===== src/rtl/piso_serializer_pkg.sv =====
`default_nettype none
// ============================================================================
//  Module      : piso_serializer_pkg
//  Description : Shared state encodings and default word width for the
//                serializer and the downstream shift-register chain.
//  Revision    : 1.0  initial release
// ============================================================================
package piso_serializer_pkg;

    localparam int DEFAULT_WIDTH = 4;

    typedef enum logic [0:0] {
        ST_IDLE  = 1'b0,
        ST_SHIFT = 1'b1
    } state_t;

endpackage
`default_nettype wire


===== src/rtl/serializer_hold_buf.sv =====
`default_nettype none
// ============================================================================
//  Module      : serializer_hold_buf
//  Description : Single-entry word buffer with full flag and load/unload
//                strobes; lets the next word wait while a frame is shifting.
//  Revision    : 1.0  initial release
// ============================================================================
module serializer_hold_buf
    import piso_serializer_pkg::*;
#(
    parameter int WIDTH = DEFAULT_WIDTH
) (
    input  logic             clk,
    input  logic             rst,
    input  logic             load,
    input  logic             unload,
    input  logic [WIDTH-1:0] din,
    output logic [WIDTH-1:0] dout,
    output logic             full
);

    logic [WIDTH-1:0] data_q, data_d;
    logic             full_q, full_d;

    always_comb begin
        data_d = data_q;
        full_d = full_q;
        if (unload) begin
            full_d = 1'b0;
        end
        if (load) begin
            full_d = 1'b1;
            data_d = din;
        end
    end

    always_ff @(posedge clk) begin
        if (rst) begin
            data_q <= '0;
            full_q <= 1'b0;
        end else begin
            data_q <= data_d;
            full_q <= full_d;
        end
    end

    assign dout = data_q;
    assign full = full_q;

endmodule
`default_nettype wire


===== src/rtl/piso_serializer.sv =====
`default_nettype none
// ============================================================================
//  Module      : piso_serializer
//  Description : Parallel-in serial-out stage with valid/ready input and a
//                one-word holding buffer for gap-free back-to-back frames.
//  Revision    : 1.0  initial release
// ============================================================================
module piso_serializer
    import piso_serializer_pkg::*;
#(
    parameter int WIDTH     = DEFAULT_WIDTH,
    parameter bit MSB_FIRST = 1'b1
) (
    input  logic             clk,
    input  logic             rst,
    input  logic [WIDTH-1:0] din,
    input  logic             din_valid,
    output logic             din_ready,
    output logic             so,
    output logic             so_valid,
    output logic             frame_start,
    output logic             busy
);

    localparam int               CNT_W    = $clog2(WIDTH);
    localparam logic [CNT_W-1:0] CNT_LAST = CNT_W'(WIDTH - 1);

    state_t           state_q, state_d;
    logic [CNT_W-1:0] cnt_q, cnt_d;
    logic [WIDTH-1:0] shreg_q, shreg_d;
    logic             so_q, so_d;
    logic             so_valid_q, so_valid_d;
    logic             frame_start_q, frame_start_d;

    logic             hold_full;
    logic [WIDTH-1:0] hold_data;
    logic             last_bit;
    logic             shifter_free;
    logic             accept;
    logic             hold_load;
    logic             hold_unload;

    serializer_hold_buf #(
        .WIDTH (WIDTH)
    ) u_hold_buf (
        .clk    (clk),
        .rst    (rst),
        .load   (hold_load),
        .unload (hold_unload),
        .din    (din),
        .dout   (hold_data),
        .full   (hold_full)
    );

    always_comb begin
        last_bit     = (state_q == ST_SHIFT) && (cnt_q == CNT_LAST);
        shifter_free = (state_q == ST_IDLE) || last_bit;
        accept       = din_valid && !hold_full;
        hold_load    = accept && !shifter_free;
        hold_unload  = last_bit && hold_full;

        state_d = state_q;
        cnt_d   = cnt_q;
        shreg_d = shreg_q;

        case (state_q)
            ST_IDLE: begin
                if (accept) begin
                    state_d = ST_SHIFT;
                    cnt_d   = '0;
                    shreg_d = din;
                end
            end
            ST_SHIFT: begin
                if (last_bit) begin
                    cnt_d = '0;
                    // A held word always wins; it blocks new accepts anyway.
                    if (hold_full) begin
                        shreg_d = hold_data;
                    end else if (accept) begin
                        shreg_d = din;
                    end else begin
                        state_d = ST_IDLE;
                    end
                end else begin
                    cnt_d   = cnt_q + CNT_W'(1);
                    shreg_d = MSB_FIRST ? {shreg_q[WIDTH-2:0], 1'b0}
                                        : {1'b0, shreg_q[WIDTH-1:1]};
                end
            end
            default: state_d = ST_IDLE;
        endcase

        so_valid_d    = (state_d == ST_SHIFT);
        frame_start_d = so_valid_d && (cnt_d == '0);
        so_d          = so_valid_d && (MSB_FIRST ? shreg_d[WIDTH-1] : shreg_d[0]);
    end

    always_ff @(posedge clk) begin
        if (rst) begin
            state_q       <= ST_IDLE;
            cnt_q         <= '0;
            shreg_q       <= '0;
            so_q          <= 1'b0;
            so_valid_q    <= 1'b0;
            frame_start_q <= 1'b0;
        end else begin
            state_q       <= state_d;
            cnt_q         <= cnt_d;
            shreg_q       <= shreg_d;
            so_q          <= so_d;
            so_valid_q    <= so_valid_d;
            frame_start_q <= frame_start_d;
        end
    end

    assign din_ready   = !hold_full;
    assign busy        = (state_q == ST_SHIFT) || hold_full;
    assign so          = so_q;
    assign so_valid    = so_valid_q;
    assign frame_start = frame_start_q;

endmodule
`default_nettype wire


===== config.mk =====
export PLATFORM = sky130hd
export DESIGN_NAME = piso_serializer
export DESIGN_NICKNAME = d
export VERILOG_FILES = /design/src/rtl/piso_serializer_pkg.sv /design/src/rtl/serializer_hold_buf.sv /design/src/rtl/piso_serializer.sv
export SDC_FILE = /design/constraint.sdc
export NUM_CORES = 1
export LEC_CHECK = 0
export ABC_AREA = 1
export BUFFER_PORTS_ARGS = -buffer_cell sky130_fd_sc_hd__buf_4
export CELL_PAD_IN_SITES_DETAIL_PLACEMENT = 0
export CELL_PAD_IN_SITES_GLOBAL_PLACEMENT = 2
export CORE_MARGIN = 3
export CORE_UTILIZATION = 27
export DETAILED_ROUTE_END_ITERATION = 7
export GPL_ROUTABILITY_DRIVEN = 1
export GPL_TIMING_DRIVEN = 0
export PLACE_DENSITY = 0.86
export SYNTH_ARGS = -nofsm -noshare
export SYNTH_HDL_FRONTEND = slang
export SYNTH_SLANG_ARGS = --single-unit

===== constraint.sdc =====
create_clock -name clk -period 1.17 [get_ports clk]
set_input_delay 0.117 -clock clk [delete_from_list [all_inputs] [get_ports clk]]
set_output_delay 0.117 -clock clk [all_outputs]
set_load 0.005 [all_outputs]

# Word-level counts from Yosys, hierarchy flattened
# Index checks and enable logic that the tools add are counted.
# classes
add_sub_neg	1
n_eq_ne	1
mux	13
n_bitwise	1
n_reduce_logical	12
# op_table
cell	count
2-to-1 mux 4 bit	3
one-hot mux 4 bit (2 select lines)	1
logical AND 1 bit	6
2-to-1 mux 1 bit	5
2-to-1 mux 2 bit	2
one-hot mux 2 bit (2 select lines)	1
adder 2 x 1 -> 2 bit, second input constant	1
== test 2 bit, second input constant	1
logical NOT 1 bit	2
logical NOT 2 bit	1
logical OR 1 bit	2
one-hot mux 1 bit (2 select lines)	1
nonzero test 2 bit	1
NOT 1 bit	1
# totals
ff_bits	14
out_inout_bits	5

# Longest topological paths before layout
# Gate-level depths: netlist (run 1).
# depth
ltp_word	7
ltp_mapped	7
depth_no_buf	7

# Cells and area by module
# Synthesis (run 1) repeated with hierarchy kept, for this count alone.
# unflattened
hier_cells	95
hier_area_um2	678.2
# modules_own_cells
mod	n_inst	cells_per_inst	area_per_inst_um2	seq_area_each_um2
piso_serializer	1	73	504.2	180.2
serializer_hold_buf	1	22	173.9	100.1

# Least setup slack after synthesis (run 1)
# OpenSTA, ideal clock, no wires.
# synth_path
path_kind	reg-to-reg
start	register cnt_q[0]
end	register frame_start_q (netlist: frame_start)
arrival_time_ps	1003
required_time_ps	1106
setup_slack_ps	103
stages_incl_launch_ff	8
n_path_buf	0
synth_period_minus_slack_ps	1067
cell_sequence	dfxtp_1 > ha_1 > inv_1 > nand2_1 > nor2_1 > nor2_1 > nand2_1 > nor2_1
# synth_via
elab_chain_len	6
# synth_lines
item	line	source
start: declaration	piso_serializer.sv:29	logic [CNT_W-1:0] cnt_q, cnt_d;
start signal: assignment	piso_serializer.sv:109	cnt_q <= cnt_d;
branches (longest 5 deep; another with adder 2 x 1 -> 2 bit)	n/a	
logical AND 1 bit *	piso_serializer.sv:95	frame_start_d = so_valid_d && (cnt_d == '0);
end signal: assignment	piso_serializer.sv:113	frame_start_q <= frame_start_d;
end: declaration	piso_serializer.sv:33	logic frame_start_q, frame_start_d;
# Mark *: on every way between the ends.
# A chain may end at the register's enable or synchronous reset.

# Final worst setup path (run 1)
# layout_path
start	register u_hold_buf.full_q (netlist: u_hold_buf.full)
end	output busy
# layout_via
elab_chain_len	1
# layout_lines
item	line	source
start: declaration	serializer_hold_buf.sv:23	logic full_q, full_d;
start signal: assignment	serializer_hold_buf.sv:43	full_q <= full_d;
logical OR 1 bit	piso_serializer.sv:118	assign busy = (state_q == ST_SHIFT) || hold_full;
end: declaration	piso_serializer.sv:22	output logic busy
# No other way between the ends.

==> flow_summary.ini, run 1 <==
[run_status]
status = complete, no violations

[global_routing]
grt_pass1_wl_microns = 2690
grt_max_degree = 9
track_usage_pct = 13.2
antenna_found_initial = 0
grt.overflow.total = 0
first_global_vias = 579

[sta]
finalSetupTns_ns = 0
setup_viol = 0
grt_setup_unrepaired = true
setup_ws_ns = 0.0510
worst_pin_slew_ns = 0.203
fmax_mhz = 894
fin_crit_sh_pct = 95.6
hold_violations = 0
drv_slew = 0
clock_skew_ns = 0.00718
min_period_ns = 1.12
slew_headroom_pct = 86.5

[worst_setup_path]
path_class = reg2out
reg2reg_to = u_hold_buf.dout[3]
path_cells = inv_2 -> nand2_1 -> buf_4
crit_required_ns = 1.05
r2r_start = cnt_q[0]
rr_worst_depth = 6
end_kind = primary output
cp_slowest_stage_delay_ns = 0.37
rrSetupSlack_ns = 0.07
worstPathArrival_ns = 1.00
critPathTopFamily = flip-flops
slowest_stage = dfxtp_2
start_kind = flop
worstPathMaxFanout = 8
crit_buf_inv = 2

[logic_synthesis]
synth.net_count = 109
ys_types = 11
ys_top_cells_by_area = dfxtp_1, nor2_1, nand2_1
netlist_area_sq_um = 639
yosys_warnings = 0
synthCells = 101
synth_seq_cells = 14
seq_area_frac_synth_pct = 43.8
avgSynthCellArea_sq_um = 6.33
yosysTopAreaCell = dfxtp_1
synth_top_area_share_pct = 43.8

[route]
vias = 630
drt_pass1_iterations = 4
ant_nets = 0
vias_per_cell = 4.38
drt_iter0_markers = 17
wl_per_cell_microns = 11.0
finalWirelength_microns = 1580
drc = 0

[finish]
final_common_cell = nor2_1
final_cell_mix = nor2_1, nand2_1, buf_4, inv_1, dfxtp_1
drive_gt1_share_pct = 27.4
synthToLayoutAreaGrowth_pct = 31.7
nets = 126
diodes = 0
final_area_sq_um = 842

[floorplan]
die_h_microns = 54.7
core_sq_um = 2100
initial_core_util_pct = 30.4
num_io_pins = 12
num_rows = 16
fp.dieW_microns = 54.7
die-area_sq_um = 2990

[worst_hold_path]
min_from = rst
hold_path.class = in2reg
min_path_cells = 2
min_to = u_hold_buf.full

[cts]
cts.sinks = 14
ctsHoldBuffers = 0
root_buffer = clkbuf_4
cts_max_level = 1
cts_buffers = 3
clock_latency_ns = 0.28
tritoncts = yes
clk_pin_slew_worst_paths_ns = 0.09
clk_path_buf_depth = 2

[pwr]
power.density_nw_per_um2 = 1270
power.leakage_nw = 0.389
irDropWorstVdd_mv = 0.660

[placed_design]
dpl_worst_slack_ns = -0.101
port_buffers = 11
gp_congestion = 0.757
dp_hpwl_microns = 1180
placed_cell_area_sq_um = 756

[flow_run]
drv_cap = 0
routing by layer:
metal / part of all wire [%] / GRT usage (%) / wire (microns)
met1: 50 / 18.3 / 786
met2: 47 / 18.3 / 736
met3: 3.0 / 3.27 / 47
met4: 0.63 / 7.47 / 10
met5: 0 / 0 / 0
cells in the mapped netlist, drive strengths merged:
master  instances
a21oi           3
nor2           34
ha              1
nand2          23
dfxtp          14
nand3           7
o21ai           5
inv            14
sequential cells by signal, summed over array words and instances, names as in the netlist:
signal	flops
frame_start	1
so_valid	1
cnt_q	2
so	1
u_hold_buf.full	1
u_hold_buf.dout	4
shreg_q	4
kinds of logic (layout without fill, tap and decap cells):
kind of cell	Yosys count	count (layout)	synth area share [%]
simple gates	64	64	39.7
compound gates	8	8	6.26
fa+ha+maj	1	1	1.96
flops	14	14	43.8
buf+inv	14	30	8.22
worst max path at each step:
stage                         start                  to  slack, ns  cells past startpoint
global route               cnt_q[0]  u_hold_buf.dout[3]      -0.02                      6
floorplan                  cnt_q[0]         frame_start       0.10                      7
global placement           cnt_q[0]         frame_start      -0.09                      7
detailed placement         cnt_q[0]         frame_start      -0.10                      7
finish              u_hold_buf.full                busy       0.05                      3
CTS                        cnt_q[0]  u_hold_buf.dout[3]       0.01                      6
power breakdown:
part           switching, mW  internal, mW  total [mW]
clock network          0.159         0.189       0.348
registers             0.0274         0.513       0.540
logic                  0.104        0.0799       0.184
through the flow:
| stage | instances | power (mW) | hold WS (ns) | util (%) |
|---|---|---|---|---|
| 3_5_place_dp | 139 | 0.722 | 0.357 | 36.0 |
| 6_report | 144 | 1.07 | 0.0515 | 40.1 |
| 2_1_floorplan | 101 | 0.647 | 0.186 | - |
| 4_1_cts | 143 | 1.08 | 0.0421 | 38.5 |
| 5_1_grt | 144 | 1.16 | 0.0463 | 40.1 |
| 3_3_place_gp | 139 | 0.720 | 0.357 | 36.0 |
worst reg2reg max path, delay by kind of cell (launching register included):
family | cells | cell delay (ns)
AND/OR/NAND/NOR | 4 | 0.38
flip-flops | 1 | 0.37
adder cells (fa/ha/maj) | 1 | 0.18
buffers and inverters | 1 | 0.12
what timing repair did:
action | CTS | global route
setup buffers | 0 | 1
resized for setup | 5 | 16
setup endpoints to repair | 12 | 10
pin swaps | 1 | 7
layout make-up:
class | instances | area (sq um)
Fill cell | 235 | 1260
Multi-Input combinational cell | 73 | 337
Sequential cell | 14 | 290
Timing Repair Buffer | 12 | 90.1
Inverter | 14 | 55.1
Clock buffer | 4 | 36.3
Tap cell | 27 | 33.8
Note: power is estimated with default switching activity, not from simulation.
==> run 2: changes to the inputs <==
CORE_UTILIZATION = 24   (was 27)
PLACE_DENSITY = default   (was 0.86)
PLACE_DENSITY_LB_ADDON = 0.1   (was default)
clock period = 0.9 ns   (was 1.17 ns; I/O delays follow)
==> flow_summary.ini, run 2 (synthesis gave the netlist of run 1 again) <==
[run_status]
status = complete, but fails checks
violations = negative setup slack

[finish]
nets = 131
diodes = 0
final_cells = 152
drive_gt1_share_pct = 37.7
final_common_cell = nor2_1
synthToLayoutAreaGrowth_pct = 49.1
fillers = 270
final_cell_mix = nor2_1, nand2_1, buf_4, inv_1, dfxtp_1
post-route-util_pct = 38.1

[route]
drt_iter0_markers = 14
drc = 0
wl_per_cell_microns = 11.4
ant_nets = 0
drt_pass1_iterations = 4
vias_per_cell = 4.18
vias = 636
finalWirelength_microns = 1730

[worst_setup_path]
end_kind = flop
start_kind = flop
worstPathMaxFanout = 5
worstPathArrival_ns = 1.32
crit_required_ns = 1.12
path_class = reg2reg

[sta]
fin_hold_ws_ns = 0.00461
clock_skew_ns = 0.000897
hold_violations = 0
min_period_ns = 1.10
fin_crit_sh_pct = 122
worst_pin_slew_ns = 0.236
setup_ws_ns = -0.198
grt_setup_unrepaired = true
setup_viol = 16
drv_slew = 0
fmax_mhz = 910
slew_headroom_pct = 84.2

[global_routing]
track_usage_pct = 11.4
grt_pass1_wl_microns = 2760
first_global_vias = 585
grt_max_degree = 9
grt.overflow.total = 0
antenna_found_initial = 0

[cts]
cts.sinks = 14
clock_latency_ns = 0.28
clk_pin_slew_worst_paths_ns = 0.09
tritoncts = yes
cts_max_level = 1
root_buffer = clkbuf_4
cts_buffers = 3
clk_path_buf_depth = 2

[floorplan]
fp.dieW_microns = 57.6
initial_core_util_pct = 25.6
num_io_pins = 12
num_rows = 18
die-area_sq_um = 3320
die_h_microns = 57.6
core_sq_um = 2500

[flow_run]
drv_cap = 0

[worst_hold_path]
hold_path.class = in2reg

[pwr]
irDropWorstVdd_mv = 0.754
power.density_nw_per_um2 = 1550
power.leakage_nw = 0.422

[placed_design]
port_buffers = 11
dpl_worst_slack_ns = -0.190
gp_congestion = 0.724
dp_hpwl_microns = 1300
dp.cells = 142
## run 2: cell types whose count changed in the layout (fill, tap and decap cells not counted), sizes merged
| cell | before | now |
|---|---|---|
| buf | 12 | 16 |
| dlygate4sd3 | 0 | 1 |
## run 2: metrics by stage
stage	power (mW)	TNS [ns]	instance area (sq um)
CTS	1.48	-1.90	893
global route	1.58	-3.01	953
floorplan	0.853	-0.272	662
global placement	0.956	-1.94	782
detailed placement	0.957	-1.87	782
finish	1.47	-2.00	953
## run 2: final cells by class
| type | count | area (sq um) | share of cell area (%) |
|---|---|---|---|
| tap | 30 | 37.5 | 3.94 |
| clock buffer | 4 | 36.3 | 3.81 |
| inverter | 14 | 62.6 | 6.56 |
| sequential | 14 | 290 | 30.4 |
| timing repair buffer | 17 | 141 | 14.8 |
| multi-input combinational | 73 | 385 | 40.4 |
## run 2: path summary, 6_finish.rpt
kind,startpoint,end,slack (ns),depth (start not counted)
setup / recovery,cnt_q[0],shreg_q[2],-0.20,7
hold / removal,rst,cnt_q[0],0.005,2
setup reg to reg,cnt_q[0],shreg_q[2],-0.20,7
hold reg to reg,u_hold_buf.dout[2],u_hold_buf.dout[2],0.49,2
## run 2: worst max-delay path, stage by stage, from the launching register on
cell	delay (ns)
dfxtp_2	0.34
ha_4	0.19
inv_4	0.08
nand2_8	0.07
buf_4	0.13
nor2_1	0.08
nor2_1	0.05
a21oi_1	0.10
## run 2: repair_timing
action	in CTS	in global routing
resized for setup	16	11
hold endpoints to repair	0	1
hold buffers	0	1
setup endpoints to repair	17	17
setup buffers	4	1
pin swaps	7	11
## run 2: report_power, final
group	leakage, nW	switching, mW	total [mW]	internal [mW]
Sequential	0.117	0.0373	0.704	0.667
Clock	0.0210	0.215	0.461	0.246
Combinational	0.284	0.162	0.309	0.148
## run 2: layer usage
metal	global-route usage [%]	share of wire (%)	up-vias
met1	14.7	48	274
met5	0	0	-
met2	17.7	48	8
met3	4.68	3.0	2
li1	-	-	352
met4	2.98	0.87	0
